`src/rtl/pc_pkg.sv`:
```
// Shared definitions for the program-counter unit: default sizes and
// the next-PC source encoding chosen by the priority decode.
package pc_pkg;

    localparam int DEFAULT_ADDR_W      = 6;
    localparam int DEFAULT_STACK_DEPTH = 4;

    typedef enum logic [2:0] {
        PC_HOLD,
        PC_INC,
        PC_BRANCH,
        PC_CALL,
        PC_RET
    } pc_src_e;

endpackage

```
`src/rtl/ra_stack.sv`:
```
// Return-address LIFO. Only the count is reset; storage beyond the count
// is don't-care and is never presented as a valid top entry by the caller.
module ra_stack
    import pc_pkg::*;
#(
    parameter  int ADDR_W = DEFAULT_ADDR_W,
    parameter  int DEPTH  = DEFAULT_STACK_DEPTH,
    localparam int CNT_W  = $clog2(DEPTH + 1),
    localparam int IDX_W  = (DEPTH > 1) ? $clog2(DEPTH) : 1
) (
    input  logic              clk,
    input  logic              rst,
    input  logic              push,
    input  logic              pop,
    input  logic [ADDR_W-1:0] data_in,
    output logic [ADDR_W-1:0] data_out,
    output logic [CNT_W-1:0]  count,
    output logic              full,
    output logic              empty
);

    logic [ADDR_W-1:0] mem_q [DEPTH];
    logic [ADDR_W-1:0] mem_d [DEPTH];
    logic [CNT_W-1:0]  count_q;
    logic [CNT_W-1:0]  count_d;
    logic [IDX_W-1:0]  wr_idx;
    logic [IDX_W-1:0]  rd_idx;

    assign wr_idx   = IDX_W'(count_q);
    assign rd_idx   = IDX_W'(count_q - CNT_W'(1));
    assign data_out = mem_q[rd_idx];
    assign count    = count_q;
    assign full     = (count_q == CNT_W'(DEPTH));
    assign empty    = (count_q == '0);

    // Push writes the slot just above the top; pop only moves the count down.
    always_comb begin
        mem_d   = mem_q;
        count_d = count_q;
        if (push && !full) begin
            mem_d[wr_idx] = data_in;
            count_d       = count_q + CNT_W'(1);
        end else if (pop && !empty) begin
            count_d = count_q - CNT_W'(1);
        end
    end

    // Count register; reset empties the stack without touching storage.
    always_ff @(posedge clk) begin
        if (rst) begin
            count_q <= '0;
        end else begin
            count_q <= count_d;
        end
    end

    // Entry storage, never cleared.
    always_ff @(posedge clk) begin
        mem_q <= mem_d;
    end

endmodule

```
`src/rtl/pc_unit.sv`:
```
// Program counter with branch, call and return. One action per enabled
// cycle, priority ret > call > branch > increment; stack faults hold the PC
// and set a sticky error flag.
module pc_unit
    import pc_pkg::*;
#(
    parameter  int                ADDR_W      = DEFAULT_ADDR_W,
    parameter  int                STACK_DEPTH = DEFAULT_STACK_DEPTH,
    parameter  logic [ADDR_W-1:0] RESET_ADDR  = '0,
    localparam int                CNT_W       = $clog2(STACK_DEPTH + 1)
) (
    input  logic              clk,
    input  logic              rst,
    input  logic              pc_en,
    input  logic              branch_en,
    input  logic              call_en,
    input  logic              ret_en,
    input  logic [ADDR_W-1:0] branch_addr,
    output logic [ADDR_W-1:0] addr_out,
    output logic [CNT_W-1:0]  stack_cnt,
    output logic              stack_full,
    output logic              stack_empty,
    output logic              err
);

    pc_src_e           pc_src;
    logic [ADDR_W-1:0] addr_q;
    logic [ADDR_W-1:0] addr_d;
    logic [ADDR_W-1:0] pc_plus1;
    logic [ADDR_W-1:0] ret_addr;
    logic              err_q;
    logic              err_d;

    assign pc_plus1 = addr_q + ADDR_W'(1);
    assign addr_out = addr_q;
    assign err      = err_q;

    ra_stack #(
        .ADDR_W (ADDR_W),
        .DEPTH  (STACK_DEPTH)
    ) u_ra_stack (
        .clk      (clk),
        .rst      (rst),
        .push     (pc_src == PC_CALL),
        .pop      (pc_src == PC_RET),
        .data_in  (pc_plus1),
        .data_out (ret_addr),
        .count    (stack_cnt),
        .full     (stack_full),
        .empty    (stack_empty)
    );

    // Priority decode of the commands; a faulting call/ret degrades to hold.
    always_comb begin
        pc_src = PC_HOLD;
        err_d  = err_q;
        if (pc_en) begin
            if (ret_en) begin
                if (stack_empty) begin
                    err_d = 1'b1;
                end else begin
                    pc_src = PC_RET;
                end
            end else if (call_en) begin
                if (stack_full) begin
                    err_d = 1'b1;
                end else begin
                    pc_src = PC_CALL;
                end
            end else if (branch_en) begin
                pc_src = PC_BRANCH;
            end else begin
                pc_src = PC_INC;
            end
        end
    end

    // Next PC value for the selected source.
    always_comb begin
        addr_d = addr_q;
        case (pc_src)
            PC_INC:    addr_d = pc_plus1;
            PC_BRANCH: addr_d = branch_addr;
            PC_CALL:   addr_d = branch_addr;
            PC_RET:    addr_d = ret_addr;
            default:   addr_d = addr_q;
        endcase
    end

    // PC and sticky error registers.
    always_ff @(posedge clk) begin
        if (rst) begin
            addr_q <= RESET_ADDR;
            err_q  <= 1'b0;
        end else begin
            addr_q <= addr_d;
            err_q  <= err_d;
        end
    end

endmodule

```
`config.mk`:
```
export PLATFORM = sky130hd
export DESIGN_NAME = pc_unit
export DESIGN_NICKNAME = d
export VERILOG_FILES = /design/src/rtl/pc_pkg.sv /design/src/rtl/ra_stack.sv /design/src/rtl/pc_unit.sv
export SDC_FILE = /design/constraint.sdc
export NUM_CORES = 1
export LEC_CHECK = 0
export ABC_AREA = 1
export BUFFER_PORTS_ARGS = -buffer_cell sky130_fd_sc_hd__buf_2
export CAP_MARGIN = 15
export CORE_MARGIN = 10
export CORE_UTILIZATION = 50
export CTS_BUF_LIST = sky130_fd_sc_hd__clkbuf_16
export DETAILED_ROUTE_END_ITERATION = 12
export PLACE_DENSITY = 0.74
export SETUP_SLACK_MARGIN = 0.02
export SLEW_MARGIN = 20
export SYNTH_ARGS = -nofsm -noshare
export SYNTH_HDL_FRONTEND = slang
export SYNTH_SLANG_ARGS = --single-unit
```
`constraint.sdc`:
```
create_clock -name clk -period 2.35 [get_ports clk]
set_input_delay 0.3525 -clock clk [delete_from_list [all_inputs] [get_ports clk]]
set_output_delay 0.3525 -clock clk [all_outputs]
set_load 0.05 [all_outputs]
```
---- Word-level counts from Yosys, hierarchy flattened ----
Index checks and enable logic that the tools add are counted.
storage, ports and cells
  output and inout bits ................... 12
  logic and storage cells ................. 52
  flip-flop bits (word level) ............. 34
cells by class
  add/sub/neg operators ................... 3
  multiplexer cells ....................... 19
  magnitude comparators ................... 3
  equal/unequal tests ..................... 6
  bitwise operators ....................... 2
  reductions and logical operators ........ 12
operator list
  operator                                             count
  bitwise mux 24 bit                                   1
  2-to-1 mux 3 bit                                     6
  2-to-1 mux 6 bit                                     3
  one-hot mux 6 bit (3 select lines)                   1
  binary-select mux 6 bit (select 2 bit)               1
  demux 6 bit (select 2 bit)                           1
  adder 6 x 1 -> 6 bit, second input constant          1
  equality test 3 x 2 -> 1 bit, second input constant  2
  equality test 3 bit, second input constant           2
  >= comparator 3 bit, second input constant           2
  NOT 2 -> 3 bit                                       2
  nonzero test 2 bit                                   3
  2-to-1 mux 1 bit                                     4
  2-to-1 mux 2 bit                                     2
  AND reduction 4 bit                                  1
  adder 3 x 1 -> 3 bit, second input constant          1
  equality test 3 x 1 -> 1 bit, second input constant  1
  logical AND 1 bit                                    3
  zero test 3 bit                                      1
  < comparator 3 x 1 -> 1 bit, second input constant   1
  nonzero test 3 bit                                   1
  subtractor 3 x 1 -> 3 bit, second input constant     1
  zero test 1 bit                                      2
  != test 2 x 1 -> 1 bit, second input constant        1
  OR reduction 2 bit                                   1

---- Logic depth before layout (Yosys ltp) ----
  word-level depth ........................ 9
  depth in mapped cells ................... 11

---- Cells and area by module ----
A second synthesis with hierarchy kept.
second synthesis, totals
  cell total of the unflattened synthesis .. 190
  area, all modules ....................... 1704.1 um^2
modules (own cells, without submodules)
  module    area an instance (um^2)  instances  cells an instance
  ra_stack  1183.6                   1          103
  pc_unit   520.5                    1          87

---- Least setup slack after synthesis ----
OpenSTA, ideal clock, no wires.
  path kind ............................... reg-to-reg
  from .................................... register u_ra_stack.count_q[0] (netlist: u_ra_stack.count[0])
  to ...................................... register u_ra_stack.mem_q[12] (netlist bit) (enable)
  path buffers ............................ 1
  cell stages (with the launch flop) ...... 9
  arrival ................................. 2.141 ns
  clock period less this slack ............ 2.491 ns
  library setup time ...................... 0.350 ns
  data required time ...................... 2.000 ns
  setup slack ............................. -0.141 ns
  cell sequence ........................... dfxtp_1 inv_1 buf_2 ha_1 nand3_1 inv_1 nor2_8 nand2_4 nor2_1
on the way
  word-level cells in the longest chain between the ends .. 7
  elaborated cells between the ends (all ways) .. 10
  those cells by class .................... 2 x eq/ne; 5 x mux; 3 x reduce/logical
RTL lines
  element                       RTL line        source
  start: declaration            ra_stack.sv:24  logic [CNT_W-1:0] count_q;
  start signal: assignment      ra_stack.sv:53  count_q <= count_d;
  equality test 3 bit           ra_stack.sv:33  assign full = (count_q == CNT_W'(DEPTH));
  2-to-1 mux 2 bit              pc_unit.sv:65   if (stack_full) begin
  2-to-1 mux 3 bit              pc_unit.sv:64   end else if (call_en) begin
  2-to-1 mux 3 bit              pc_unit.sv:58   if (ret_en) begin
  2-to-1 mux 3 bit              pc_unit.sv:57   if (pc_en) begin
  equality test 3 x 2 -> 1 bit  pc_unit.sv:44   .push (pc_src == PC_CALL),
  logical AND 1 bit *           ra_stack.sv:40  if (push && !full) begin
  end signal: assignment        ra_stack.sv:59  mem_q <= mem_d;
  end: declaration              ra_stack.sv:22  logic [ADDR_W-1:0] mem_q [DEPTH];
Mark *: on every way between the ends. The rest lies on a longest branch, timed or not.
A chain may end at the register's enable or synchronous reset.

---- Final worst setup path ----
  from .................................... register u_ra_stack.count_q[1] (netlist: u_ra_stack.count[1])
  to ...................................... register u_ra_stack.mem_q[12] (netlist bit) (enable)
The elaborated chain is that of the path after synthesis.

==> impl_metrics.tcl <==
set metrics [dict create \
    synth_top_cell_area_share 0.406 \
    post_drt_wl_per_cell_um 14.5 \
    fmax_ghz 0.479 \
    min_period_ps 2090 \
    cts_tree "built" \
    fp.dieW_um 79.6 \
    status "finished clean" \
    grt_pass1_wl_um 6780 \
    cp_max_fo 8 \
    die_h_um 79.6 \
    grt_use_total 0.142 \
    nets 255 \
    path_clk_slew_ps 50 \
    dpl_worst_slack_ps 273 \
    ctsHoldBuffers 0 \
    synth.most_common_cell "nand2_1" \
    finish.instance_area_um2 2100 \
    vias 1438 \
    dr.pass1.iters 4 \
    fin_crit_sh 0.889 \
    syn_area_per_cell_um2 8.50 \
    yosys.cell_types.count 20 \
    clock_latency_ps 280 \
    dieArea_um2 6340 \
    start_kind "register" \
    dpl.hpwl_um 3060 \
    p_per_area_nw_per_um2 797 \
    post_dp_cell_area_um2 1940 \
    setup_tns_ps 0 \
    synth_commonest_cells "nand2_1 (61), nand3_1 (32), inv_1 (26), edfxtp_1 (24), nor2_1 (19)" \
    cts_buffer_depth 2 \
    rows 21 \
    ff2ff_path_depth 7 \
    p_clk_frac 0.405 \
    worstPathRequired_ps 2270 \
    gp_congestion 0.848 \
    numCtsBuffers 5 \
    numPortBuffers 23 \
    holdPathStages 2 \
    cts_resized 0 \
    critical-path-slowest-cell "dfxtp_1" \
    drc 0 \
    ant_nets 0 \
    initialDrtViolationCount 103 \
    path_delay_family "simple AND/OR/NAND/NOR gates" \
    synth-async-reset-ratio 0 \
    fin_worst_skew_ps 1.42 \
    timing.rr.start "u_ra_stack.count[1]" \
    yosys_warnings 0 \
    initial_core_util 0.524 \
    relSlewSlack 0.696 \
    slew_violations 0 \
    yosys-top-cells-area "edfxtp_1 (41%), nand2_1 (13%), dfxtp_1 (11%), nand3_1 (9.0%), inv_1 (5.5%)" \
    synth-seq-area-share 0.518 \
    endpoint_kind "register" \
    ir_drop_mv 0.544 \
    drive_gt1_frac 0.185 \
    grt_pass1_vias 1391 \
    core_um2 3390 \
    max_cap_violations 0 \
    diodes 0 \
    post_cts_buffers 0 \
    power.switching_w 0.000474 \
    io_pins 24 \
    area_delta_synth_final_pct 18.2 \
    leakage_nw 0.996 \
    drt-vias-per-instance 5.06 \
    cpMostUsedCell "inv_1" \
    cp_cell_sequence "inv_1 -> ha_1 -> nand3_1 -> inv_1 -> nor2_8 -> nand2_4 -> nor2_1" \
    holdPathEnd "addr_out[0]" \
    r2r_end "u_ra_stack.mem_q[12]" \
    swShare 0.283 \
    grt_overflow 0 \
    finalWirelength_um 4130 \
    max_slew.worst_pin.slew_ps 454 \
    max_stage_delay_ps 410 \
    min_path_type "in -> reg" \
    setup_viol 0 \
    worstPathArrival_ps 2010 \
    synth_edf_count 24 \
    antenna_found_initial 0 \
    critical_path_class "reg -> reg" \
    cts-root-buf "clkbuf_16" \
    grt_max_degree 17 \
    synth_seq_cells 34 \
    mappedNetlistNets 227 \
    clock-sinks 34 \
    setup_ws_ps 262 \
    hold_start "rst" \
    p_comb_frac 0.181 \
    h-tree-depth 2 \
    synth_top_area_cell "edfxtp_1" \
    power_frac_seq 0.413 \
    finish.utilization 0.620 \
    finalHoldViolCount 0 \
    critPathLaunch "u_ra_stack.count[1]" \
    rrSetupSlack_ps 260 \
    syn_area_um2 1780 \
    p_int_w 0.00120 \
    synth_ff_type "edfxtp_1" \
    critPathBufInv 2 \
    syn_inst 209 \
    grt_setup_unrepaired "false" \
]
[layout make-up]
cell class	instances	area (µm²)
Fill cell	298	1290
Sequential cell	34	922
Multi-Input combinational cell	143	728
Clock buffer	6	150
Timing Repair Buffer	25	130
Inverter	28	105
Tap cell	46	57.6
Clock inverter	2	7.51
[how the worst max path moves through the flow]
stage                                 to  slack [ps]  depth (start not counted)
floorplan           u_ra_stack.mem_q[12]         100                          8
global placement    u_ra_stack.mem_q[16]         410                          7
detailed placement  u_ra_stack.mem_q[12]         270                          7
CTS                 u_ra_stack.mem_q[12]         250                          7
global route         u_ra_stack.mem_q[8]          80                          7
finish              u_ra_stack.mem_q[12]         260                          7
[state kept, by name, indices dropped and copies added (netlist names)]
name	cells
err	1
addr_out	6
u_ra_stack.count	3
u_ra_stack.mem_q	24
[metrics by stage]
stage / hold slack (ps) / cells / total power (W)
4_1_cts: 304 / 284 / 0.00169
2_1_floorplan: 422 / 209 / 0.000921
3_3_place_gp: 471 / 276 / 0.00100
3_5_place_dp: 462 / 276 / 0.00101
6_report: 306 / 284 / 0.00167
5_1_grt: 321 / 284 / 0.00174
[per-layer routing]
layer,GRT usage,up-vias,wire [µm]
met4,0.0753,0,72
met3,0.0450,6,363
met5,0,-,0
li1,-,735,-
met1,0.165,647,1670
met2,0.227,50,2020
[cell families after synthesis]
| logic type | share of synthesized area |
|---|---|
| adder cells (fa/ha/maj) | 0.0423 |
| buffers and inverters | 0.0718 |
| flip-flops | 0.518 |
| AO/OA/AOI/OAI | 0.0338 |
| XOR/XNOR | 0.00493 |
| AND/OR/NAND/NOR | 0.329 |
[cells in the final DEF (no fill, tap or decap), drive strengths merged]
cell type  count
nand4          2
inv           29
ha             6
nand3         36
xor2           1
nand2         64
o21ai          7
buf           25
clkinv         1
a21oi          5
nor2          22
edfxtp        24
clkbuf         6
dfxtp         10
[power groups by stage]
stage	Clock [W]	Sequential [W]	Combinational [W]
floorplan	0	0.000758	0.000163
global placement	0	0.000703	0.000300
detailed placement	0	0.000704	0.000303
CTS	0.000688	0.000692	0.000305
global route	0.000710	0.000695	0.000334
finish	0.000679	0.000692	0.000304
(Power assumes the default switching activity.)
